## src/rtl/i2s_rx_if.sv

```systemverilog
// Purpose: bundles the I2S receiver's serial inputs and its stereo-pair output port.
// Latency: none (wiring only).
// Backpressure: out_valid/out_ready; the receiver side drives out_valid, the sink drives out_ready.
interface i2s_rx_if #(
    parameter int AUDIO_DW = 32
);
    logic                lrclk;
    logic                sdata;
    logic [AUDIO_DW-1:0] left_chan;
    logic [AUDIO_DW-1:0] right_chan;
    logic                out_valid;
    logic                out_ready;
    logic                locked;
    logic                frame_err;
    logic                overrun;

    // Receiver side: consumes the serial stream, produces stereo pairs and status.
    modport master (
        input  lrclk,
        input  sdata,
        input  out_ready,
        output left_chan,
        output right_chan,
        output out_valid,
        output locked,
        output frame_err,
        output overrun
    );

    // Environment side: drives the serial stream and accepts stereo pairs.
    modport slave (
        output lrclk,
        output sdata,
        output out_ready,
        input  left_chan,
        input  right_chan,
        input  out_valid,
        input  locked,
        input  frame_err,
        input  overrun
    );
endinterface

```

## src/rtl/i2s_rx.sv

```systemverilog
// Purpose: I2S deserializer; rebuilds MSB-first left/right words and emits stereo pairs.
// Latency: pair registered on the right-word LSB edge, visible one sclk later.
// Backpressure: held pair stays stable while !out_ready; a pair finishing meanwhile is dropped and flagged as overrun.
module i2s_rx #(
    parameter int AUDIO_DW = 32
) (
    input  logic     i_sclk,
    input  logic     i_rst,
    i2s_rx_if.master bus
);

    localparam int CNT_W = $clog2(AUDIO_DW + 1);
    localparam logic [CNT_W-1:0] CNT_SAT  = CNT_W'(AUDIO_DW);
    localparam logic [CNT_W-1:0] CNT_LAST = CNT_W'(AUDIO_DW - 1);

    typedef enum logic [1:0] {
        HUNT     = 2'd0,
        RX_LEFT  = 2'd1,
        RX_RIGHT = 2'd2
    } state_t;

    state_t              r_state;
    state_t              w_state_nxt;

    logic                r_lr_q;
    logic [AUDIO_DW-1:0] r_shift;
    logic [CNT_W-1:0]    r_cnt;
    logic [AUDIO_DW-1:0] r_left_hold;

    logic [AUDIO_DW-1:0] r_left_chan;
    logic [AUDIO_DW-1:0] r_right_chan;
    logic                r_out_valid;
    logic                r_frame_err;
    logic                r_overrun;

    logic                w_edge;
    logic [AUDIO_DW-1:0] w_word;
    logic                w_len_ok;
    logic                w_load_left;
    logic                w_complete;
    logic                w_frame_err;
    logic                w_can_load;

    // Any change of lrclk closes the word of the previous channel; the bit sampled
    // on that same sclk is the closing word's LSB (one-bit I2S delay).
    assign w_edge   = (bus.lrclk != r_lr_q);
    assign w_word   = {r_shift[AUDIO_DW-2:0], bus.sdata};
    // Glitched (short) and over-long (saturated counter) words both fail this test.
    assign w_len_ok = (r_cnt == CNT_LAST);

    // A finished pair may be loaded if the output slot is empty or is being
    // emptied in this very cycle.
    assign w_can_load = !r_out_valid || bus.out_ready;

    // Serial capture: word-select history, shift register and bit counter.
    always_ff @(posedge i_sclk) begin
        if (i_rst) begin
            r_lr_q  <= 1'b1;
            r_shift <= '0;
            r_cnt   <= '0;
        end else begin
            r_lr_q  <= bus.lrclk;
            r_shift <= w_word;
            if (w_edge) begin
                r_cnt <= '0;
            end else if (r_cnt != CNT_SAT) begin
                r_cnt <= r_cnt + CNT_W'(1);
            end
        end
    end

    // FSM state register.
    always_ff @(posedge i_sclk) begin
        if (i_rst) begin
            r_state <= HUNT;
        end else begin
            r_state <= w_state_nxt;
        end
    end

    // FSM next-state and per-edge actions. Edges strictly alternate direction, so in
    // RX_LEFT an edge is always 0->1 and in RX_RIGHT always 1->0.
    always_comb begin
        w_state_nxt = r_state;
        w_load_left = 1'b0;
        w_complete  = 1'b0;
        w_frame_err = 1'b0;
        case (r_state)
            HUNT: begin
                // Only a 1->0 edge starts a left word; errors are not reported here.
                if (w_edge && !bus.lrclk) begin
                    w_state_nxt = RX_LEFT;
                end
            end
            RX_LEFT: begin
                if (w_edge) begin
                    if (w_len_ok) begin
                        w_load_left = 1'b1;
                        w_state_nxt = RX_RIGHT;
                    end else begin
                        w_frame_err = 1'b1;
                        w_state_nxt = HUNT;
                    end
                end
            end
            RX_RIGHT: begin
                // The 1->0 edge that closes the right word also opens the next left
                // word, so lock is kept even when the right word was bad.
                if (w_edge) begin
                    w_state_nxt = RX_LEFT;
                    if (w_len_ok) begin
                        w_complete = 1'b1;
                    end else begin
                        w_frame_err = 1'b1;
                    end
                end
            end
            default: begin
                w_state_nxt = HUNT;
            end
        endcase
    end

    // Left word is parked here until its right partner arrives.
    always_ff @(posedge i_sclk) begin
        if (i_rst) begin
            r_left_hold <= '0;
        end else if (w_load_left) begin
            r_left_hold <= w_word;
        end
    end

    // Output slot: load a completed pair, drop it on overrun, or retire on handshake.
    always_ff @(posedge i_sclk) begin
        if (i_rst) begin
            r_left_chan  <= '0;
            r_right_chan <= '0;
            r_out_valid  <= 1'b0;
            r_overrun    <= 1'b0;
        end else begin
            r_overrun <= 1'b0;
            if (w_complete) begin
                if (w_can_load) begin
                    r_left_chan  <= r_left_hold;
                    r_right_chan <= w_word;
                    r_out_valid  <= 1'b1;
                end else begin
                    r_overrun <= 1'b1;
                end
            end else if (r_out_valid && bus.out_ready) begin
                r_out_valid <= 1'b0;
            end
        end
    end

    // Framing error pulse, aligned with the other registered outputs.
    always_ff @(posedge i_sclk) begin
        if (i_rst) begin
            r_frame_err <= 1'b0;
        end else begin
            r_frame_err <= w_frame_err;
        end
    end

    assign bus.left_chan  = r_left_chan;
    assign bus.right_chan = r_right_chan;
    assign bus.out_valid  = r_out_valid;
    assign bus.frame_err  = r_frame_err;
    assign bus.overrun    = r_overrun;
    assign bus.locked     = (r_state == RX_LEFT) || (r_state == RX_RIGHT);

endmodule

```

## src/flat_wrapper.sv

```systemverilog
// flat-port wrapper written by rule: the top's interface ports become plain ports
module i2s_rx_flat 
#(
    parameter int AUDIO_DW = 32
)
  (i_sclk, i_rst, bus_lrclk, bus_sdata, bus_out_ready, bus_left_chan, bus_right_chan, bus_out_valid, bus_locked, bus_frame_err, bus_overrun);
  i2s_rx_if #(.AUDIO_DW(AUDIO_DW)) bus_i ();
  input  logic i_sclk;
  input  logic i_rst;
  input wire logic [$bits(bus_i.lrclk)-1:0] bus_lrclk;
  input wire logic [$bits(bus_i.sdata)-1:0] bus_sdata;
  input wire logic [$bits(bus_i.out_ready)-1:0] bus_out_ready;
  output wire logic [$bits(bus_i.left_chan)-1:0] bus_left_chan;
  output wire logic [$bits(bus_i.right_chan)-1:0] bus_right_chan;
  output wire logic [$bits(bus_i.out_valid)-1:0] bus_out_valid;
  output wire logic [$bits(bus_i.locked)-1:0] bus_locked;
  output wire logic [$bits(bus_i.frame_err)-1:0] bus_frame_err;
  output wire logic [$bits(bus_i.overrun)-1:0] bus_overrun;
  assign bus_i.lrclk = bus_lrclk;
  assign bus_i.sdata = bus_sdata;
  assign bus_i.out_ready = bus_out_ready;
  assign bus_left_chan = bus_i.left_chan;
  assign bus_right_chan = bus_i.right_chan;
  assign bus_out_valid = bus_i.out_valid;
  assign bus_locked = bus_i.locked;
  assign bus_frame_err = bus_i.frame_err;
  assign bus_overrun = bus_i.overrun;
  i2s_rx #(.AUDIO_DW(AUDIO_DW)) u_core (.i_sclk(i_sclk), .i_rst(i_rst), .bus(bus_i));
endmodule
```

## config.mk

```make
export PLATFORM = sky130hd
export DESIGN_NAME = i2s_rx_flat
export DESIGN_NICKNAME = d
export VERILOG_FILES = /design/src/rtl/i2s_rx_if.sv /design/src/rtl/i2s_rx.sv /design/src/flat_wrapper.sv
export SDC_FILE = /design/constraint.sdc
export NUM_CORES = 1
export LEC_CHECK = 0
export BUFFER_PORTS_ARGS = -buffer_cell sky130_fd_sc_hd__buf_2
export CAP_MARGIN = 20
export CELL_PAD_IN_SITES_DETAIL_PLACEMENT = 1
export CELL_PAD_IN_SITES_GLOBAL_PLACEMENT = 1
export CORE_ASPECT_RATIO = 1.5
export CORE_MARGIN = 1.5
export CORE_UTILIZATION = 41
export CTS_BUF_LIST = sky130_fd_sc_hd__clkbuf_8
export CTS_CLUSTER_SIZE = 14
export DETAILED_ROUTE_END_ITERATION = 12
export GPL_ROUTABILITY_DRIVEN = 0
export PLACE_DENSITY = 0.72
export SLEW_MARGIN = 30
export SYNTH_ARGS = -nofsm -noshare
export SYNTH_HDL_FRONTEND = slang
export SYNTH_SLANG_ARGS = --single-unit
```

## constraint.sdc

```tcl
create_clock -name i_sclk -period 5.19 [get_ports i_sclk]
set_input_delay 0 -clock i_sclk [delete_from_list [all_inputs] [get_ports i_sclk]]
set_output_delay 0 -clock i_sclk [all_outputs]
set_load 0.01 [all_outputs]
```

==> flow_metrics.py, run 1 <==
metrics = {
    "global_route": {
        "grt_max_degree": 93,
        "antenna_found_initial": 0,
        "track_usage_pct": 18.2,
        "overflow": 0,
        "grt_pass1_vias": 4084,
        "grt_pass1_wl_microns": 20500,
    },
    "critical_path": {
        "rrSetupSlack_ns": 2.99,
        "critical-path-max-stage-delay_ns": 0.54,
        "endpoint_kind": "flop",
        "path_cells": "ha_1, and4bb_4, nand3_4, mux2_4",
        "start_kind": "flop",
        "cp.required_ns": 5.52,
        "path_max_fanout": 31,
        "timing_worst_setup_path_type": "reg2reg",
        "path_buf_inv": 0,
        "path_delay_family": "simple AND/OR/NAND/NOR gates",
        "slowest_stage": "nand3_4",
        "cp.arrival_ns": 2.54,
    },
    "synthesis": {
        "synth_top_family_by_area": "simple AND/OR/NAND/NOR gates",
        "synth-xor-area-share_pct": 0.476,
        "synth_mux_area_share_pct": 14.3,
        "avgSynthCellArea_sq_um": 10.5,
        "syn-num-nets": 540,
        "ys_seq_area_share_pct": 50.4,
        "synth_cell_types": 35,
        "synth-compound-area-share_pct": 7.00,
        "synthCells": 528,
        "synth_seq_cells": 139,
        "synth-adder-area-share_pct": 1.59,
        "yosys.area_share.simple_pct": 21.3,
        "yosys_warnings": 0,
        "syn_area_sq_mm": 0.00553,
    },
    "clock_network": {
        "numCtsBuffers": 17,
        "ctsLongestPathBuffers": 2,
        "clock_latency_ns": 0.45,
        "cts_root_buf": "clkbuf_8",
        "postCtsSetupBuffers": 0,
        "cts_resized": 0,
        "postCtsHoldBufs": 3,
        "cts_max_level": 4,
        "cts_tree": "yes",
        "cts.sinks": 139,
        "path_clk_slew_ns": 0.09,
    },
    "power": {
        "p_comb_share_pct": 2.7,
        "seq_power_share_pct": 52.5,
        "peakVddDrop_v": 0.000170,
        "powerDensity_mw_per_mm2": 323,
        "p_sw_mw": 0.466,
        "power_leakage_nw": 2.53,
        "clockPowerShare_pct": 44.8,
        "p_sw_share_pct": 22.8,
        "cellInternalPower_mw": 1.58,
    },
    "final_layout": {
        "layout-drive-gt1-share_pct": 23.9,
        "n_antenna_cell": 0,
        "nets": 598,
        "area_growth_syn_to_layout_pct": 14.6,
        "layout_commonest_cell": "dfxtp_1",
        "final_cell_mix": "139 x dfxtp_1, 71 x buf_2, 69 x nand2b_1",
    },
    "timing": {
        "fin_setup_tns_ns": 0,
        "maxSlewHeadroom_pct": 46.6,
        "worst_slack_ns": 2.99,
        "final.period_utilization_pct": 42.5,
        "period_needed_ns": 2.20,
        "maxSlewViolCount": 0,
        "tightest_slew_ns": 0.801,
        "max_freq_ghz": 0.454,
        "fin_worst_skew_ns": 0.0181,
        "setup_viol": 0,
        "hold_viol_final": 0,
        "rsz0062_at_grt": "false",
    },
    "placement": {
        "post-dp-hpwl_microns": 7880,
        "dp_slack_ns": 2.96,
        "portBuffers": 72,
    },
    "detailed_routing": {
        "wl_per_cell_microns": 16.3,
        "routed_via_density": 5.07,
        "drt_wl_total_microns": 12300,
        "num_vias": 3844,
        "drt_iter0_drc": 111,
        "drtPass1Iterations": 4,
        "post-route-drc-count": 0,
        "antenna_left": 0,
    },
    "floorplanning": {
        "rows": 51,
        "start_util_pct": 42.2,
        "die_area_sq_mm": 0.0142,
        "die_width_microns": 97.8,
        "pin_count": 73,
        "core_region_area_sq_mm": 0.0131,
        "die_h_microns": 145,
    },
    "status": {
        "status": "complete, no violations",
    },
    "worst_hold_path": {
        "hp-class": "in2reg",
    },
    "flow_run": {
        "cap_violations": 0,
    },
}
[cells in the mapped netlist, drive strengths merged]
master | number | area share [%]
and4bb | 1 | 0.29
nor4b | 1 | 0.16
nor3 | 3 | 0.27
and4b | 1 | 0.18
o21ai | 37 | 3.4
mux2i | 33 | 6.0
clkbuf | 22 | 1.5
nor2b | 64 | 7.2
and3b | 1 | 0.16
buf | 19 | 3.1
mux2 | 31 | 8.4
xnor2 | 2 | 0.32
nand4b | 1 | 0.16
a21oi | 37 | 3.4
or2 | 1 | 0.11
inv | 6 | 0.41
or3 | 1 | 0.11
or4 | 1 | 0.14
ha | 7 | 1.6
nand3 | 37 | 3.6
nand2 | 2 | 0.14
or4b | 1 | 0.18
nand3b | 1 | 0.14
and3 | 3 | 0.34
o41ai | 1 | 0.16
xor2 | 1 | 0.16
nor2 | 4 | 0.27
dfxtp | 139 | 50
o21a | 1 | 0.14
nand2b | 69 | 7.8
[cell families after synthesis]
| family | count (synthesis) |
|---|---|
| AOI/OAI and AO/OA | 76 |
| adders and majority gates | 7 |
| muxes | 64 |
| DFF | 139 |
| and+or+nand+nor | 192 |
| xor gates and xnor gates | 3 |
| buffers and inverters | 47 |
[metrics by stage]
stage / cells / power [mW] / util, % / instance area, sq um / hold WS [ns]
floorplan: 528 / 1.14 / - / 5530 / 0.107
global placement: 722 / 1.15 / 44.8 / 5870 / 0.219
detailed placement: 723 / 1.15 / 45.0 / 5880 / 0.225
CTS: 758 / 2.07 / 48.4 / 6330 / 0.128
global route: 758 / 2.12 / 48.4 / 6330 / 0.172
finish: 758 / 2.05 / 48.4 / 6330 / 0.141
[routing by layer]
metal / part of all wire, % / GRT usage [%] / wire, microns
met1: 43 / 20.9 / 5330
met2: 51 / 31.8 / 6320
met3: 3.4 / 4.34 / 419
met4: 2.2 / 7.86 / 276
met5: 0 / 0 / 0
[power groups by stage]
stage | clock network (mW) | registers, mW | logic [mW]
finish | 0.917 | 1.07 | 0.0552
global route | 0.985 | 1.07 | 0.0611
CTS | 0.942 | 1.07 | 0.0555
detailed placement | 0 | 1.10 | 0.0536
global placement | 0 | 1.10 | 0.0511
floorplan | 0 | 1.10 | 0.0412
[final cells by class]
class                           instances  area [sq um]
Clock buffer                           18           248
Inverter                                6          22.5
Multi-Input combinational cell        342          2470
Sequential cell                       139          2780
Tap cell                              159           199
Timing Repair Buffer                   80           434
Fill cell                            1470          6750
Clock inverter                         14           170
[sequential cells by signal, summed over array words and instances (netlist names)]
register and flops:
u_core.bus.left_chan 32, u_core.bus.right_chan 32, u_core.r_left_hold 32, u_core.r_shift 31, u_core.r_cnt 6, u_core.r_state 2, u_core.bus.frame_err 1, u_core.bus.out_valid 1
u_core.bus.overrun 1, u_core.r_lr_q 1
[final timing paths]
check / from / to / cells past startpoint
min: i_rst / u_core.r_left_hold[16]$_SDFFE_PP0P_ / 2
max reg2reg: u_core.r_lr_q$_SDFF_PP1_ / u_core.bus.right_chan[20]$_SDFFE_PP0P_ / 4
min reg2reg: u_core.r_shift[1]$_SDFF_PP0_ / u_core.r_left_hold[2]$_SDFFE_PP0P_ / 2
max: u_core.r_lr_q$_SDFF_PP1_ / u_core.bus.right_chan[20]$_SDFFE_PP0P_ / 4
Note: power is estimated with default switching activity, not from simulation.
==> run 2: changes to the inputs <==
==> constraint.sdc (replaced) <==
create_clock -name i_sclk -period 2.1 [get_ports i_sclk]
set_input_delay 0 -clock i_sclk [delete_from_list [all_inputs] [get_ports i_sclk]]
set_output_delay 0 -clock i_sclk [all_outputs]
set_load 0.01 [all_outputs]
==> run 2 against run 1 <==
Compared with the run above:
- non-clock buffer count grew 7
- via count rose by 0.26%
- largest cell class unchanged
- cell count up 0.92%
- global-route usage increased by 0.068 points
==> flow_metrics.py, run 2 (synthesis results as in run 1) <==
metrics = {
    "status": {
        "status": "complete, no violations",
    },
    "power": {
        "power_leakage_nw": 2.56,
        "finalPower_mw": 4.75,
        "powerDensity_mw_per_mm2": 746,
        "peakVddDrop_v": 0.000446,
    },
    "detailed_routing": {
        "drtPass1Iterations": 4,
        "num_vias": 3854,
        "wl_per_cell_microns": 16.2,
        "drt_wl_total_microns": 12400,
        "antenna_left": 0,
        "drt_iter0_drc": 145,
        "post-route-drc-count": 0,
        "routed_via_density": 5.04,
    },
    "floorplanning": {
        "core_region_area_sq_mm": 0.0131,
        "die_area_sq_mm": 0.0142,
        "die_h_microns": 145,
        "die_width_microns": 97.8,
        "pin_count": 73,
        "rows": 51,
        "start_util_pct": 42.2,
    },
    "clock_network": {
        "path_clk_slew_ns": 0.08,
        "cts_tree": "yes",
        "cts_root_buf": "clkbuf_8",
        "postCtsSetupBuffers": 0,
        "cts_resized": 0,
        "clock_latency_ns": 0.45,
        "numCtsBuffers": 17,
        "ctsLongestPathBuffers": 2,
        "cts.sinks": 139,
        "cts_max_level": 4,
    },
    "critical_path": {
        "critical-path-max-stage-delay_ns": 0.40,
        "path_max_fanout": 12,
        "start_kind": "flop",
        "cp.arrival_ns": 2.25,
        "slowest_stage": "and4bb_4",
        "cp.required_ns": 2.42,
        "timing_worst_setup_path_type": "reg2reg",
        "path_cells": "ha_1, and4bb_4, nand3_4, buf_12, mux2_4",
        "endpoint_kind": "flop",
    },
    "final_layout": {
        "final_cell_mix": "139 x dfxtp_1, 71 x buf_2, 69 x nand2b_1",
        "fillers": 1473,
        "layout-drive-gt1-share_pct": 24.9,
        "final_area_sq_mm": 0.00637,
        "area_growth_syn_to_layout_pct": 15.3,
        "n_antenna_cell": 0,
        "final_cell_count_no_fill": 765,
        "nets": 605,
        "final_core_util_pct": 48.7,
        "layout_commonest_cell": "dfxtp_1",
    },
    "timing": {
        "tightest_slew_ns": 0.564,
        "period_needed_ns": 1.93,
        "setup_viol": 0,
        "fin_setup_tns_ns": 0,
        "max_freq_ghz": 0.518,
        "final.period_utilization_pct": 91.9,
        "maxSlewViolCount": 0,
        "hold_viol_final": 0,
        "rsz0062_at_grt": "false",
        "maxSlewHeadroom_pct": 62.4,
        "holdWs_ns": 0.0636,
        "worst_slack_ns": 0.170,
        "fin_worst_skew_ns": 0.0152,
    },
    "global_route": {
        "track_usage_pct": 18.3,
        "antenna_found_initial": 0,
        "overflow": 0,
        "grt_pass1_vias": 4113,
        "grt_pass1_wl_microns": 20800,
        "grt_max_degree": 60,
    },
    "worst_hold_path": {
        "hp-class": "in2reg",
    },
    "placement": {
        "portBuffers": 72,
        "post-dp-hpwl_microns": 8260,
        "dp_slack_ns": 0.168,
        "postPlaceCellArea_sq_mm": 0.00598,
        "placed_cells": 730,
    },
    "flow_run": {
        "cap_violations": 0,
    },
}
## run 2: final timing paths
kind | depth (start not counted) | from | endpoint | slack [ns]
worst min-delay path | 2 | i_rst | u_core.r_state[0]$_SDFFE_PP0P_ | 0.06
worst max-delay path | 5 | u_core.r_lr_q$_SDFF_PP1_ | u_core.bus.right_chan[22]$_SDFFE_PP0P_ | 0.17
worst min register to register | 2 | u_core.r_shift[14]$_SDFF_PP0_ | u_core.r_left_hold[15]$_SDFFE_PP0P_ | 0.46
worst max register to register | 5 | u_core.r_lr_q$_SDFF_PP1_ | u_core.bus.right_chan[22]$_SDFFE_PP0P_ | 0.17
## run 2: area by class of cell
| class | instances | area [sq um] | area share (%) |
|---|---|---|---|
| inverter | 6 | 22.5 | 0.354 |
| sequential | 139 | 2780 | 43.7 |
| tap | 159 | 199 | 3.12 |
| clock buffer | 18 | 248 | 3.89 |
| multi-input combinational | 342 | 2470 | 38.8 |
| timing repair buffer | 87 | 533 | 8.37 |
| clock inverter | 14 | 114 | 1.79 |
## run 2: repair_timing
action | in CTS | in global routing
setup endpoints to repair | 0 | 0
hold buffers | 3 | 0
endpoints found under the hold margin | 5 | 0
## run 2: where the power goes
part	switching, mW	total [mW]	leakage (nW)	internal, mW
registers	0.00884	2.65	1.12	2.64
logic	0.0864	0.149	1.27	0.0621
clock network	1.08	1.95	0.173	0.866
total	1.18	4.75	2.56	3.57
## run 2: critical path: cells and delay by family (launching register included)
kind | cells | cell delay [ns]
AND/OR/NAND/NOR | 2 | 0.62
adder cells (fa/ha/maj) | 1 | 0.34
flip-flops | 1 | 0.30
multiplexers | 1 | 0.30
buffers and inverters | 1 | 0.24
## run 2: layer usage
layer | global-route usage [%] | wire length [microns] | vias to the layer above
li1 | - | - | 1897
met1 | 21.5 | 5360 | 1882
met2 | 31.8 | 6500 | 62
met3 | 4.96 | 361 | 13
met4 | 6.21 | 170 | 0
met5 | 0 | 0 | -
==> run 3: changes to the inputs <==
--- a/config.mk
+++ b/config.mk
@@ -17,6 +17,7 @@
 export DETAILED_ROUTE_END_ITERATION = 12
 export GPL_ROUTABILITY_DRIVEN = 0
 export PLACE_DENSITY = 0.72
+export REMOVE_ABC_BUFFERS = 1
 export SLEW_MARGIN = 30
 export SYNTH_ARGS = -nofsm -noshare
 export SYNTH_HDL_FRONTEND = slang
==> run 3 against run 2 <==
Compared with the run above:
- die area stayed put
- cell count stayed put
- count of clock-buffer cells in the layout stayed put
- clock skew is 0.0040 ns lower
- non-clock buffer count stayed put
- global-route usage is 0.29 points lower
- sequential power hardly changed
- cell area is 0.96% higher
- largest power group unchanged
- highest routed layer unchanged
- maximum frequency is 5.7% higher
==> flow_metrics.py, run 3 (synthesis results as in run 1) <==
metrics = {
    "status": {
        "status": "complete, no violations",
    },
    "critical_path": {
        "reg2reg_from": "u_core.r_lr_q$_SDFF_PP1_",
        "reg2reg_depth": 5,
        "start_kind": "flop",
        "timing_worst_setup_path_type": "reg2reg",
        "rrSetupSlack_ns": 0.27,
        "endpoint_kind": "flop",
        "path_max_fanout": 33,
        "cp.arrival_ns": 2.19,
        "r2r-end": "u_core.bus.left_chan[27]$_SDFFE_PP0P_",
        "crit_path_end": "u_core.bus.left_chan[27]$_SDFFE_PP0P_",
        "critPathLaunch": "u_core.r_lr_q$_SDFF_PP1_",
        "cp.required_ns": 2.46,
    },
    "detailed_routing": {
        "post-route-drc-count": 0,
        "antenna_left": 0,
        "met3_length_microns": 343,
        "drt_iter0_drc": 115,
        "routed.top_layer": "met4",
        "drtPass1Iterations": 4,
        "wl_per_cell_microns": 16.0,
        "wl_met1_microns": 5180,
        "routed_via_density": 5.02,
        "wl_met2_microns": 6540,
        "num_vias": 3840,
        "drt_wl_total_microns": 12200,
    },
    "global_route": {
        "grt_max_degree": 85,
        "track_usage_pct": 18.0,
        "antenna_found_initial": 0,
        "grt_pass1_wl_microns": 20300,
        "grt_pass1_vias": 4089,
        "overflow": 0,
    },
    "final_layout": {
        "fillers": 1443,
        "final_cell_mix": "139 x dfxtp_1, 71 x buf_2, 69 x nand2b_1",
        "final_cell_count_no_fill": 765,
        "final_core_util_pct": 49.2,
        "area_growth_syn_to_layout_pct": 16.4,
        "nets": 605,
        "layout-drive-gt1-share_pct": 24.6,
        "layout_commonest_cell": "dfxtp_1",
        "n_antenna_cell": 0,
    },
    "power": {
        "powerDensity_mw_per_mm2": 788,
        "p_comb_share_pct": 2.9,
        "cellInternalPower_mw": 3.92,
        "power_leakage_nw": 2.58,
        "peakVddDrop_v": 0.000426,
        "p_sw_mw": 1.15,
        "p_sw_share_pct": 22.7,
        "seq_power_share_pct": 52.4,
        "clockPowerShare_pct": 44.7,
    },
    "flow_run": {
        "cap_violations": 0,
    },
    "floorplanning": {
        "core_region_area_sq_mm": 0.0131,
        "die_width_microns": 97.8,
        "rows": 51,
        "start_util_pct": 42.2,
        "die_h_microns": 145,
        "pin_count": 73,
        "die_area_sq_mm": 0.0142,
    },
    "timing": {
        "setup_viol": 0,
        "maxSlewHeadroom_pct": 75.0,
        "period_needed_ns": 1.83,
        "max_freq_ghz": 0.548,
        "tightest_slew_ns": 0.370,
        "maxSlewViolCount": 0,
        "final.period_utilization_pct": 86.9,
        "hold_viol_final": 0,
        "holdWs_ns": 0.429,
        "fin_worst_skew_ns": 0.0112,
        "rsz0062_at_grt": "false",
    },
    "clock_network": {
        "cts.sinks": 139,
        "ctsLongestPathBuffers": 2,
        "postCtsHoldBufs": 5,
        "cts_resized": 0,
        "cts_max_level": 4,
        "clock_latency_ns": 0.44,
        "cts_tree": "yes",
        "numCtsBuffers": 17,
        "cts_root_buf": "clkbuf_8",
        "postCtsSetupBuffers": 0,
        "path_clk_slew_ns": 0.08,
    },
    "placement": {
        "portBuffers": 72,
        "post-dp-hpwl_microns": 7730,
        "placed_cells": 728,
    },
    "worst_hold_path": {
        "hp-class": "in2reg",
    },
}
run 3: routing by layer:
metal | global-route usage [%] | up-vias
li1 | - | 1893
met1 | 20.0 | 1866
met2 | 32.4 | 66
met3 | 4.38 | 15
met4 | 7.07 | 0
met5 | 0 | -
run 3: worst min-delay path by stage:
stage	startpoint	end	slack (ns)	cells after the start
floorplan	i_rst	u_core.bus.out_valid$_SDFFE_PP0P_	0.07	1
global placement	bus_lrclk	u_core.r_lr_q$_SDFF_PP1_	0.21	2
detailed placement	bus_lrclk	u_core.r_lr_q$_SDFF_PP1_	0.22	2
CTS	bus_sdata	u_core.r_left_hold[0]$_SDFFE_PP0P_	0.38	4
global route	bus_sdata	u_core.r_left_hold[0]$_SDFFE_PP0P_	0.41	4
finish	bus_sdata	u_core.r_left_hold[0]$_SDFFE_PP0P_	0.43	4
run 3: area by class of cell:
type	instances	area (sq um)	share of cell area, %
clock buffers	18	248	3.85
clock inverters	14	170	2.65
inverters	6	22.5	0.350
multi-input cells	342	2470	38.4
flip-flops and latches	139	2780	43.3
well taps	159	199	3.09
repair buffers	87	538	8.37
run 3: through the flow:
step / worst slack [ns] / area [sq um] / setup TNS (ns) / power, mW
finish: 0.274 / 6430 / 0 / 5.07
global route: 0.170 / 6430 / 0 / 5.25
global placement: 0.357 / 5960 / 0 / 2.85
detailed placement: 0.272 / 5960 / 0 / 2.86
floorplan: -0.400 / 5270 / -13.20 / 2.78
CTS: 0.250 / 6430 / 0 / 5.13
run 3: critical path, cell delays in order (launching register included):
cell and delay [ns]:
dfxtp_1 0.31, ha_1 0.33, and4bb_4 0.39, and3_2 0.22
buf_12 0.26, mux2i_1 0.22
run 3: power by group through the flow:
stage / Combinational [mW] / Sequential (mW) / Clock, mW
6_report: 0.147 / 2.65 / 2.27
3_5_place_dp: 0.141 / 2.72 / 0
4_1_cts: 0.149 / 2.65 / 2.33
3_3_place_gp: 0.132 / 2.71 / 0
5_1_grt: 0.165 / 2.65 / 2.43
2_1_floorplan: 0.0670 / 2.71 / 0
